--- src/rtl/tx_sched_pkg.sv ---
// Shared constants and types for the transmit scheduler: default payload
// geometry, default inter-frame gap and the scheduler FSM state type.
package tx_sched_pkg;

  localparam int unsigned PAYLOAD_W   = 44;
  localparam int unsigned DIBITS      = PAYLOAD_W / 2;
  localparam int unsigned GAP_DEFAULT = 48;  // 96 bit times at 2 bits/cycle

  typedef enum logic [1:0] {
    ST_IDLE = 2'd0,
    ST_SEND = 2'd1,
    ST_GAP  = 2'd2
  } state_t;

endpackage

--- src/rtl/rr_arbiter2.sv ---
// Two-way round-robin arbiter, purely combinational. req[0]/gnt[0] is
// requester A, req[1]/gnt[1] is requester B. On a tie the requester that
// was not granted last wins; last_grant=1 means B was granted last.
module rr_arbiter2 (
  input  logic [1:0] req,
  input  logic       last_grant,
  input  logic       enable,
  output logic [1:0] gnt
);

  // One-hot grant, zero whenever the scheduler cannot accept a payload.
  always_comb begin
    gnt = 2'b00;
    if (enable) begin
      unique case (req)
        2'b01:   gnt = 2'b01;
        2'b10:   gnt = 2'b10;
        2'b11:   gnt = last_grant ? 2'b01 : 2'b10;
        default: gnt = 2'b00;
      endcase
    end
  end

endmodule

--- src/rtl/tx_scheduler.sv ---
// Shares the 2-bit transmit datapath between two payload sources. One
// payload is granted per frame, sent MSB-first as PAYLOAD_W/2 dibits on
// axiov/axiod, then GAP idle cycles are enforced before the next grant.
module tx_scheduler
  import tx_sched_pkg::*;
#(
  parameter int unsigned PAYLOAD_W = tx_sched_pkg::PAYLOAD_W,
  parameter int unsigned GAP       = tx_sched_pkg::GAP_DEFAULT
) (
  input  logic                 clk,
  input  logic                 rst,
  input  logic                 a_valid,
  input  logic [PAYLOAD_W-1:0] a_data,
  output logic                 a_ready,
  input  logic                 b_valid,
  input  logic [PAYLOAD_W-1:0] b_data,
  output logic                 b_ready,
  input  logic                 tx_ready,
  output logic                 axiov,
  output logic [1:0]           axiod,
  output logic                 tx_src,
  output logic                 tx_last,
  output logic [15:0]          sent_a,
  output logic [15:0]          sent_b
);

  localparam int unsigned DIB   = PAYLOAD_W / 2;
  localparam int unsigned CNT_W = (DIB > 1) ? $clog2(DIB) : 1;
  localparam int unsigned GAP_W = $clog2(GAP + 1);

  localparam logic [CNT_W-1:0] LAST_IDX = CNT_W'(DIB - 1);
  localparam logic [GAP_W-1:0] GAP_END  = GAP_W'(GAP);

  state_t               state_q, state_d;
  logic [PAYLOAD_W-1:0] shift_q;
  logic [CNT_W-1:0]     dibit_cnt_q;  // index of the dibit currently on axiod
  logic [GAP_W-1:0]     gap_cnt_q;    // gap cycles elapsed, 1-based
  logic                 last_grant_q; // 1: B granted last, so A wins the next tie

  logic [1:0]           gnt;
  logic                 arb_en;
  logic                 take;
  logic [PAYLOAD_W-1:0] payload;

  // Grants are only offered while idle, out of reset, with the transmitter free.
  assign arb_en  = (state_q == ST_IDLE) && tx_ready && !rst;
  assign a_ready = gnt[0];
  assign b_ready = gnt[1];
  assign take    = |gnt;
  assign payload = gnt[1] ? b_data : a_data;

  rr_arbiter2 u_arb (
    .req        ({b_valid, a_valid}),
    .last_grant (last_grant_q),
    .enable     (arb_en),
    .gnt        (gnt)
  );

  // Frame sequencing: idle until a grant, send all dibits, then hold the gap.
  always_comb begin
    state_d = state_q;
    unique case (state_q)
      ST_IDLE: if (take) state_d = ST_SEND;
      ST_SEND: if (dibit_cnt_q == LAST_IDX) state_d = ST_GAP;
      ST_GAP:  if (gap_cnt_q == GAP_END) state_d = ST_IDLE;
      default: state_d = ST_IDLE;
    endcase
  end

  // State register.
  always_ff @(posedge clk) begin
    if (rst) state_q <= ST_IDLE;
    else     state_q <= state_d;
  end

  // Serializer: the first dibit goes out straight from the granted payload so
  // axiov rises the cycle after the handshake; the rest come from shift_q.
  always_ff @(posedge clk) begin
    if (rst) begin
      shift_q      <= '0;
      dibit_cnt_q  <= '0;
      gap_cnt_q    <= '0;
      last_grant_q <= 1'b1;
      axiov        <= 1'b0;
      axiod        <= 2'b00;
      tx_src       <= 1'b0;
      tx_last      <= 1'b0;
    end else begin
      unique case (state_q)
        ST_IDLE: begin
          if (take) begin
            shift_q      <= payload << 2;
            axiov        <= 1'b1;
            axiod        <= payload[PAYLOAD_W-1 -: 2];
            tx_src       <= gnt[1];
            tx_last      <= (DIB == 1);
            dibit_cnt_q  <= '0;
            last_grant_q <= gnt[1];
          end
        end
        ST_SEND: begin
          if (dibit_cnt_q == LAST_IDX) begin
            axiov     <= 1'b0;
            axiod     <= 2'b00;
            tx_last   <= 1'b0;
            gap_cnt_q <= GAP_W'(1);
          end else begin
            axiod       <= shift_q[PAYLOAD_W-1 -: 2];
            shift_q     <= shift_q << 2;
            dibit_cnt_q <= dibit_cnt_q + CNT_W'(1);
            tx_last     <= ((dibit_cnt_q + CNT_W'(1)) == LAST_IDX);
          end
        end
        ST_GAP: begin
          gap_cnt_q <= gap_cnt_q + GAP_W'(1);
        end
        default: ;
      endcase
    end
  end

  // Accepted-frame counters, wrapping modulo 2^16.
  always_ff @(posedge clk) begin
    if (rst) begin
      sent_a <= 16'd0;
      sent_b <= 16'd0;
    end else begin
      if (gnt[0]) sent_a <= sent_a + 16'd1;
      if (gnt[1]) sent_b <= sent_b + 16'd1;
    end
  end

endmodule

--- config.mk ---
export PLATFORM = sky130hd
export DESIGN_NAME = tx_scheduler
export DESIGN_NICKNAME = d
export VERILOG_FILES = /design/src/rtl/tx_sched_pkg.sv /design/src/rtl/rr_arbiter2.sv /design/src/rtl/tx_scheduler.sv
export SDC_FILE = /design/constraint.sdc
export NUM_CORES = 1
export LEC_CHECK = 0
export ABC_AREA = 1
export BUFFER_PORTS_ARGS = -buffer_cell sky130_fd_sc_hd__buf_2
export CAP_MARGIN = 20
export CORE_UTILIZATION = 45
export CTS_CLUSTER_SIZE = 20
export DETAILED_ROUTE_END_ITERATION = 12
export PLACE_DENSITY_LB_ADDON = 0.08
export SYNTH_ARGS = -nofsm -noshare
export SYNTH_HDL_FRONTEND = slang
export SYNTH_SLANG_ARGS = --single-unit
--- constraint.sdc ---
create_clock -name clk -period 2.5 [get_ports clk]
set_input_delay 0.375 -clock clk [delete_from_list [all_inputs] [get_ports clk]]
set_output_delay 0.375 -clock clk [all_outputs]
set_load 0.005 [all_outputs]
==> results of run 1 <==
-- worst max-delay path, stage by stage, from the launching register on --
cell and delay, ns:
sky130_fd_sc_hd__dfxtp_1 0.31, sky130_fd_sc_hd__inv_1 0.12, sky130_fd_sc_hd__nand2_1 0.15, sky130_fd_sc_hd__nor2_8 0.13, sky130_fd_sc_hd__nand2_2 0.28, sky130_fd_sc_hd__inv_2 0.32
sky130_fd_sc_hd__buf_2 0.17
-- registers in the layout, summed over array words and instances (netlist names) --
signal	count
shift_q	42
sent_a	16
sent_b	16
gap_cnt_q	6
dibit_cnt_q	5
axiod	2
state_q	2
axiov	1
last_grant_q	1
tx_last	1
tx_src	1
-- how the worst min path moves through the flow --
| stage | end | slack, ns | cells after the start |
|---|---|---|---|
| 6_report | axiod[0] | 0.36 | 3 |
| 3_3_place_gp | axiov | 0.46 | 2 |
| 5_1_grt | axiod[0] | 0.35 | 3 |
| 3_5_place_dp | axiov | 0.46 | 2 |
| 4_1_cts | axiod[0] | 0.35 | 3 |
| 2_1_floorplan | gap_cnt_q[5] | 0.45 | 2 |
-- report_power, final --
group / total, µW / internal (µW) / switching [µW]
clock network: 1360 / 796 / 567
registers: 1620 / 1570 / 51.9
logic: 604 / 238 / 367
total: 3590 / 2610 / 986
-- kinds of logic (layout without fill, tap and decap cells) --
family / after synthesis / after routing / share of synthesized area (%)
xor+xnor: 9 / 9 / 1.372
buf+inv: 261 / 377 / 18.60
simple gates: 517 / 517 / 39.10
compound gates: 73 / 73 / 6.992
flops: 93 / 93 / 32.41
fa+ha+maj: 7 / 7 / 1.525
-- cells in the mapped netlist --
master | instances | area share [%]
sky130_fd_sc_hd__nand2_1 | 248 | 16
sky130_fd_sc_hd__nand3_1 | 187 | 16
sky130_fd_sc_hd__inv_1 | 183 | 12
sky130_fd_sc_hd__dfxtp_1 | 93 | 32
sky130_fd_sc_hd__nor2_1 | 61 | 4.0
sky130_fd_sc_hd__a21oi_1 | 38 | 3.3
sky130_fd_sc_hd__inv_2 | 30 | 2.0
sky130_fd_sc_hd__clkbuf_1 | 19 | 1.2
sky130_fd_sc_hd__o21ai_0 | 17 | 1.5
sky130_fd_sc_hd__buf_2 | 16 | 1.4
sky130_fd_sc_hd__nand4_1 | 9 | 0.98
sky130_fd_sc_hd__buf_6 | 7 | 1.4
sky130_fd_sc_hd__ha_1 | 7 | 1.5
sky130_fd_sc_hd__o211ai_1 | 6 | 0.78
sky130_fd_sc_hd__xor2_1 | 6 | 0.91
sky130_fd_sc_hd__nor3_1 | 5 | 0.44
sky130_fd_sc_hd__a31oi_1 | 3 | 0.33
sky130_fd_sc_hd__buf_4 | 3 | 0.39
sky130_fd_sc_hd__o21ai_1 | 3 | 0.26
sky130_fd_sc_hd__xnor2_1 | 3 | 0.46
sky130_fd_sc_hd__buf_1 | 2 | 0.13
sky130_fd_sc_hd__nand3b_1 | 2 | 0.26
sky130_fd_sc_hd__a21boi_1 | 1 | 0.13
sky130_fd_sc_hd__a21oi_2 | 1 | 0.15
sky130_fd_sc_hd__clkinv_4 | 1 | 0.15
sky130_fd_sc_hd__nand2_2 | 1 | 0.11
sky130_fd_sc_hd__nand2_4 | 1 | 0.20
sky130_fd_sc_hd__nor2_2 | 1 | 0.11
sky130_fd_sc_hd__nor2_8 | 1 | 0.35
sky130_fd_sc_hd__nor3_2 | 1 | 0.17
sky130_fd_sc_hd__o21a_1 | 1 | 0.13
sky130_fd_sc_hd__o21ai_2 | 1 | 0.15
sky130_fd_sc_hd__o21bai_1 | 1 | 0.13
sky130_fd_sc_hd__o31ai_1 | 1 | 0.13
-- through the flow --
| step | util (%) | area [µm²] | instances | power [µW] | hold WS (ns) |
|---|---|---|---|---|---|
| finish | 55.73 | 6805 | 1244 | 3591 | 0.3582 |
| global route | 55.73 | 6805 | 1244 | 3806 | 0.3517 |
| CTS | 55.73 | 6805 | 1244 | 3642 | 0.3463 |
| detailed placement | 53.33 | 6513 | 1228 | 2264 | 0.4553 |
| global placement | 53.33 | 6513 | 1228 | 2262 | 0.4554 |
| floorplan | - | 5744 | 960 | 2082 | 0.4495 |
-- cell type report --
cell class,count,share of cell area [%]
multi-input cells,606,41.61
repair buffers,147,11.77
clock inverters,5,0.7354
inverters,214,11.88
well taps,168,3.089
clock buffers,11,3.567
flip-flops and latches,93,27.36
-- layer usage --
metal,vias up,GRT usage (%)
met5,-,0
met4,0,4.589
met3,9,5.271
met2,112,36.06
met1,2511,30.37
li1,3162,-
==> results.yml, run 1 <==
routing:
  detail_route.wl_per_cell_um: 11.26
  maxUsedRoutingLayer: "met4"
  antenna_violating_nets_left: 0
  routed-wl-met2_um: 6170
  drt-initial-drc-count: 282
  finalWirelength_um: 14010
  wl_met1_um: 7075
  detailroute.via_count: 5794
  drt_pre_antenna_iters: 4
  remaining_drc_errors: 0
  wl_met3_um: 643
  drt-vias-per-instance: 4.658
floorplan:
  initial_core_util_pct: 47.04
  floorplan.io_pins: 132
  die_height_um: 115.0
  fp.coreArea_um2: 12210
  std_cell_rows: 40
  die_x_um: 115.0
  dieArea_um2: 13220
cts:
  tritoncts: "yes"
  cts_made_buffers: 9
  cts-resized-gates: 0
  htree_levels: 3
  worst_skew_pair_later_pin_latency_ns: 0.34
  cts.clk_slew.worst_paths_ns: 0.06
  cts_hold_buf: 0
  sink_count: 93
  postCtsSetupRepairBufs: 0
  ctsLongestPathBuffers: 2
  cts_root_buf: "sky130_fd_sc_hd__clkbuf_16"
finish:
  final_common_cell: "sky130_fd_sc_hd__nand2_1"
  layout.area.seq_um2: 1862
  antenna_cells: 0
  num-fill-cells: 1339
  final_layout_size_suffix_gt1_share_pct: 18.77
  multi_input_comb_area_um2: 2831
  finalNetCount: 1171
  mostFrequentLayoutCells: "sky130_fd_sc_hd__nand2_1, sky130_fd_sc_hd__nand3_1, sky130_fd_sc_hd__inv_1"
  syn_to_final_growth_pct: 18.47
job:
  max-cap-violations: 0
power:
  leakage_uw: 0.003600
  max-vdd-ir-drop_v: 0.0004576
  power_density_nw_per_um2: 527.7
hold_path:
  hold_start: "b_data[42]"
  min_path_type: "input port to flip-flop"
critical_path:
  crit-reg2reg-capture: "shift_q[22]"
  ff2ff_setup_slack_ns: 0.52
  setup.worst_path.start: "state_q[0]"
  regToRegStartpoint: "dibit_cnt_q[0]"
  worst-endpoint-required_ns: 2.12
  setup.worst_path.class: "flip-flop to output pin"
  critical_path_arrival_ns: 1.82
  cp-endpoint: "b_ready"
  crit_path_max_fanout: 17
  critPathLaunchType: "flip-flop"
  worstRegToRegCells: 9
  cp-end-kind: "output pin"
synthesis:
  synth_seq_area_share_pct: 32.41
  syn-instance-count: 960
  synth_seq_cells: 93
  total_number_of_yosys_warnings: 0
  synth_cell_types: 34
  mappedNetlistArea_um2: 5744
  syn_area_per_cell_um2: 5.984
  synth.net_count: 1060
sta:
  final_critical_path_setup_slack_ns: 0.3040
  max_clock_freq_mhz: 455.4
  maxSlewHeadroom_pct: 63.21
  hold_violation_total_from_the_final_report: 0
  slew_viol_final: 0
  skew_ns: 0.007730
  max_slew.worst_pin.slew_ns: 0.5513
  timing.final.crit_share_pct: 87.84
  setup_tns_ns: 0
  setup_viol: 0
  min_period_ns: 2.196
  grt_setup_unrepaired: "false"
global_route:
  grt_pass1_vias: 5126
  grt_pass1_wl_um: 23810
  largest_net_degree_at_the_start_of_global_routing: 42
  number_of_antenna_violations_at_the_first_check_in_global_routing: 0
  gr-total-overflow: 0
  globalRouteTotalUtil_pct: 22.34
place:
  total_half_perimeter_wirelength_after_legalization_and_detailed_placement_um: 9782
  preCtsSetupSlack_ns: 0.4501
  gp_congestion: 0.8295
  place.port_buffers: 131
outcome:
  result_of_the_run: "completed"
(Power assumes the default switching activity.)
==> run 2, diff against run 1 <==
Settings changed: ABC_CLOCK_PERIOD_IN_PS from default to 2500, CORE_UTILIZATION 45 to 40.
==> run 2 against run 1 <==
Count of clock-buffer cells in the layout grew 3. Worst hold slack worse by 0.013 ns. Via count up 0.33%. Sequential share of layout area barely moved. Sequential cell count did not move. Fmax is 1.4% higher. Sequential power barely moved. Critical path depth is the same. Cell area barely moved. Critical path type unchanged. Critical endpoint unchanged. Largest cell class unchanged.
==> results.yml, run 2 (same netlist as run 1, synthesis figures left out) <==
outcome:
  result_of_the_run: "completed"
power:
  leakage_uw: 0.003581
  power_switching_uw: 989.0
  power_density_nw_per_um2: 532.4
  p_int_uw: 2632
  p_comb_share_pct: 16.7
  seqPwrFrac_pct: 44.8
  report.power.total_uw: 3621
  max-vdd-ir-drop_v: 0.0002880
  part_of_the_total_power_dissipated_in_the_clock_network_pct: 38.5
  switching_power_as_a_share_of_total_power_pct: 27.31
place:
  total_half_perimeter_wirelength_after_legalization_and_detailed_placement_um: 9887
  gp_congestion: 0.8103
  post-place-cells: 1239
  place.port_buffers: 131
routing:
  antenna_violating_nets_left: 0
  remaining_drc_errors: 0
  detail_route.wl_per_cell_um: 11.63
  detailroute.via_count: 5813
  drt_pre_antenna_iters: 4
  drt-vias-per-instance: 4.636
  finalWirelength_um: 14580
  drt-initial-drc-count: 325
global_route:
  globalRouteTotalUtil_pct: 20.67
  grt_pass1_vias: 5238
  grt-busiest-layer: "met2"
  largest_net_degree_at_the_start_of_global_routing: 62
  gr-total-overflow: 0
  met1_use_gr_pct: 26.78
  number_of_antenna_violations_at_the_first_check_in_global_routing: 0
  grt.met3_usage_pct: 4.588
  grt_pass1_wl_um: 24380
  grt.met2_usage_pct: 34.85
finish:
  max_flop_register: "shift_q"
  antenna_cells: 0
  mostFrequentLayoutCells: "sky130_fd_sc_hd__nand2_1, sky130_fd_sc_hd__nand3_1, sky130_fd_sc_hd__inv_1"
  layout_top_registers: "shift_q: 42 flops, sent_a: 16 flops, sent_b: 16 flops"
  finalNetCount: 1170
  syn_to_final_growth_pct: 18.41
  final_layout_size_suffix_gt1_share_pct: 18.44
  flip_flop_count_of_the_largest_register_all_copies_and_words_added: 42
  layoutNonFillerInstCount: 1254
  final_common_cell: "sky130_fd_sc_hd__nand2_1"
critical_path:
  crit_path_max_fanout: 18
  worst-endpoint-required_ns: 2.12
  setup.worst_path.class: "flip-flop to output pin"
  critPathLaunchType: "flip-flop"
  cp-end-kind: "output pin"
  critical_path_arrival_ns: 1.79
cts:
  htree_levels: 3
  ctsLongestPathBuffers: 2
  postCtsSetupRepairBufs: 0
  cts.clk_slew.worst_paths_ns: 0.06
  cts-resized-gates: 0
  cts_root_buf: "sky130_fd_sc_hd__clkbuf_16"
  sink_count: 93
  worst_skew_pair_later_pin_latency_ns: 0.35
  cts_hold_buf: 0
  tritoncts: "yes"
  cts_made_buffers: 9
sta:
  timing.final.crit_share_pct: 86.60
  skew_ns: 0.006776
  min_period_ns: 2.165
  final.hold.worst_slack_ns: 0.3454
  grt_setup_unrepaired: "false"
  slew_viol_final: 0
  max_slew.worst_pin.slew_ns: 0.6959
  setup_viol: 0
  setup_tns_ns: 0
  maxSlewHeadroom_pct: 53.61
  max_clock_freq_mhz: 461.9
  hold_violation_total_from_the_final_report: 0
floorplan:
  floorplan.io_pins: 132
  dieArea_um2: 14840
  die_height_um: 121.8
  die_x_um: 121.8
  initial_core_util_pct: 41.22
  fp.coreArea_um2: 13930
  std_cell_rows: 43
hold_path:
  min_path_type: "input port to flip-flop"
job:
  max-cap-violations: 0
==> run 2: through the flow <==
step / instance area, µm² / utilization (%) / worst slack [ns]
after detailed placement: 6507 / 46.70 / 0.5633
after global routing: 6802 / 48.81 / 0.1973
after floorplan: 5744 / - / 0.9288
after CTS: 6802 / 48.81 / 0.2999
after global placement: 6507 / 46.70 / 0.6072
final: 6802 / 48.81 / 0.3350
==> run 2: routing by layer <==
| layer | part of all wire [%] | wire length, µm | vias to the layer above |
|---|---|---|---|
| met5 | 0 | 0 | - |
| met4 | 0.78 | 114 | 0 |
| met3 | 3.7 | 544 | 7 |
| met2 | 46 | 6708 | 92 |
| met1 | 49 | 7211 | 2559 |
| li1 | - | - | 3155 |
==> run 2: power groups by stage <==
stage	logic [µW]	registers (µW)	clock network, µW
finish	603	1620	1390
global route	703	1630	1490
global placement	607	1660	0
floorplan	438	1640	0
detailed placement	611	1650	0
CTS	613	1620	1440
==> run 2: critical path, stage by stage (launching register included) <==
cell and delay [ns]:
sky130_fd_sc_hd__dfxtp_1 0.31, sky130_fd_sc_hd__inv_1 0.12, sky130_fd_sc_hd__nand2_1 0.15, sky130_fd_sc_hd__nor2_8 0.13, sky130_fd_sc_hd__nand2_2 0.26, sky130_fd_sc_hd__inv_2 0.31
sky130_fd_sc_hd__buf_2 0.17
==> run 2: final timing paths <==
path	startpoint	endpoint	slack, ns	cells past startpoint
min reg2reg	axiov	axiov	0.46	2
min	b_data[1]	shift_q[3]	0.35	3
max reg2reg	dibit_cnt_q[1]	shift_q[34]	0.58	9
max	state_q[0]	b_ready	0.33	6
==> run 2: final cells by class <==
type	count	area (µm²)
timing repair buffer	146	780.7
inverter	214	808.3
clock buffer	14	264.0
clock inverter	1	30.03
multi-input combinational	606	2831
tap	180	225.2
sequential	93	1862
fill	1522	7133
==> run 3, diff against run 2 <==
Settings changed: MAX_ROUTING_LAYER from default to met4.
==> run 3 against run 2 <==
Wire length hardly changed. Worst hold slack improved by 0.00051 ns. Non-clock buffer count stayed put. Largest cell class unchanged.
==> results.yml, run 3 (same netlist as run 1, synthesis figures left out) <==
place:
  preCtsSetupSlack_ns: 0.5633
  place.port_buffers: 131
  post-place-cells: 1239
  gp_congestion: 0.8222
  total_half_perimeter_wirelength_after_legalization_and_detailed_placement_um: 9887
global_route:
  gr-total-overflow: 0
  number_of_antenna_violations_at_the_first_check_in_global_routing: 0
  globalRouteTotalUtil_pct: 21.27
  largest_net_degree_at_the_start_of_global_routing: 62
  grt_pass1_vias: 5239
  grt_pass1_wl_um: 24360
critical_path:
  critPathSlowestCell: "sky130_fd_sc_hd__dfxtp_1"
  cp-end-kind: "output pin"
  setup.worst_path.class: "flip-flop to output pin"
  critical_path_arrival_ns: 1.79
  crit_path_max_fanout: 18
  crit_path_max_incr_delay_ns: 0.31
  critPathLaunchType: "flip-flop"
  sum_of_buffers_and_inverters_on_the_critical_path: 3
  worst-endpoint-required_ns: 2.12
  cpLargestDelayFamily: "buffers and inverters"
  worstPathCellList: "inv_1 > nand2_1 > nor2_8 > nand2_2 > inv_2 > buf_2"
cts:
  cts_hold_buf: 0
  tritoncts: "yes"
  cts_made_buffers: 9
  postCtsSetupRepairBufs: 0
  cts-resized-gates: 0
  cts_root_buf: "sky130_fd_sc_hd__clkbuf_16"
  sink_count: 93
  htree_levels: 3
  cts.clk_slew.worst_paths_ns: 0.06
  ctsLongestPathBuffers: 2
  worst_skew_pair_later_pin_latency_ns: 0.35
power:
  power_density_nw_per_um2: 532.6
  max-vdd-ir-drop_v: 0.0002877
  leakage_uw: 0.003581
finish:
  layout_top_registers: "shift_q: 42 flops, sent_a: 16 flops, sent_b: 16 flops"
  num-fill-cells: 1522
  final_common_cell: "sky130_fd_sc_hd__nand2_1"
  syn_to_final_growth_pct: 18.41
  multi_input_comb_area_um2: 2831
  finalNetCount: 1170
  max_flop_register: "shift_q"
  flip_flop_count_of_the_largest_register_all_copies_and_words_added: 42
  final_layout_size_suffix_gt1_share_pct: 18.44
  finish.utilization_pct: 48.81
  antenna_cells: 0
  layoutNonFillerInstCount: 1254
  mostFrequentLayoutCells: "sky130_fd_sc_hd__nand2_1, sky130_fd_sc_hd__nand3_1, sky130_fd_sc_hd__inv_1"
  layout.area.seq_um2: 1862
floorplan:
  dieArea_um2: 14840
  initial_core_util_pct: 41.22
  std_cell_rows: 43
  die_height_um: 121.8
  floorplan.io_pins: 132
  fp.coreArea_um2: 13930
  die_x_um: 121.8
routing:
  antenna_violating_nets_left: 0
  remaining_drc_errors: 0
  drt_pre_antenna_iters: 4
  drt-vias-per-instance: 4.644
  drt-initial-drc-count: 309
  detailroute.via_count: 5824
  finalWirelength_um: 14570
  detail_route.wl_per_cell_um: 11.62
sta:
  max_slew.worst_pin.slew_ns: 0.6817
  timing.final.crit_share_pct: 86.54
  slew_viol_final: 0
  maxSlewHeadroom_pct: 54.55
  setup_viol: 0
  setup_tns_ns: 0
  max_clock_freq_mhz: 462.2
  skew_ns: 0.006936
  grt_setup_unrepaired: "false"
  hold_violation_total_from_the_final_report: 0
  min_period_ns: 2.163
  final_critical_path_setup_slack_ns: 0.3366
hold_path:
  min_path_type: "input port to flip-flop"
outcome:
  result_of_the_run: "completed"
job:
  max-cap-violations: 0
[run 3: cell counts in the layout (fill, tap and decap cells not counted)]
Identical to the previous run, type by type.
[run 3: power by group]
part           leakage (µW)  switching [µW]  internal [µW]
Clock              0.000143             569            826
Combinational       0.00268             369            234
Sequential         0.000759            52.3           1570
Total               0.00358             990           2630
[run 3: final cells by class]
class                   count  share of cell area [%]
inverters                 214                   11.88
multi-input cells         606                   41.63
flip-flops and latches     93                   27.37
clock inverters             1                  0.4415
clock buffers              14                   3.882
repair buffers            146                   11.48
well taps                 180                   3.311
[run 3: path summary, 6_finish.rpt]
kind	startpoint	endpoint	slack, ns	cells after the start
worst max-delay path	state_q[0]	b_ready	0.34	6
worst min-delay path	b_data[1]	shift_q[3]	0.35	3
worst max register to register	dibit_cnt_q[1]	shift_q[34]	0.58	9
worst min register to register	axiov	axiov	0.46	2
[run 3: metrics by stage]
stage | total power, µW | hold slack (ns) | instance area (µm²)
floorplan | 2082 | 0.4495 | 5744
global placement | 2264 | 0.4559 | 6507
detailed placement | 2265 | 0.4507 | 6507
CTS | 3671 | 0.3367 | 6802
global route | 3828 | 0.3520 | 6802
finish | 3622 | 0.3459 | 6802
[run 3: per-layer routing]
metal	global-route usage [%]	wire length [µm]
met1	26.72	7183
met2	34.89	6735
met3	4.588	536
met4	4.475	113
met5	-	0
[run 3: worst min-delay path, cell delays in order]
cell and delay [ns]:
sky130_fd_sc_hd__buf_2 0.08, sky130_fd_sc_hd__o211ai_1 0.09, sky130_fd_sc_hd__a21oi_1 0.12
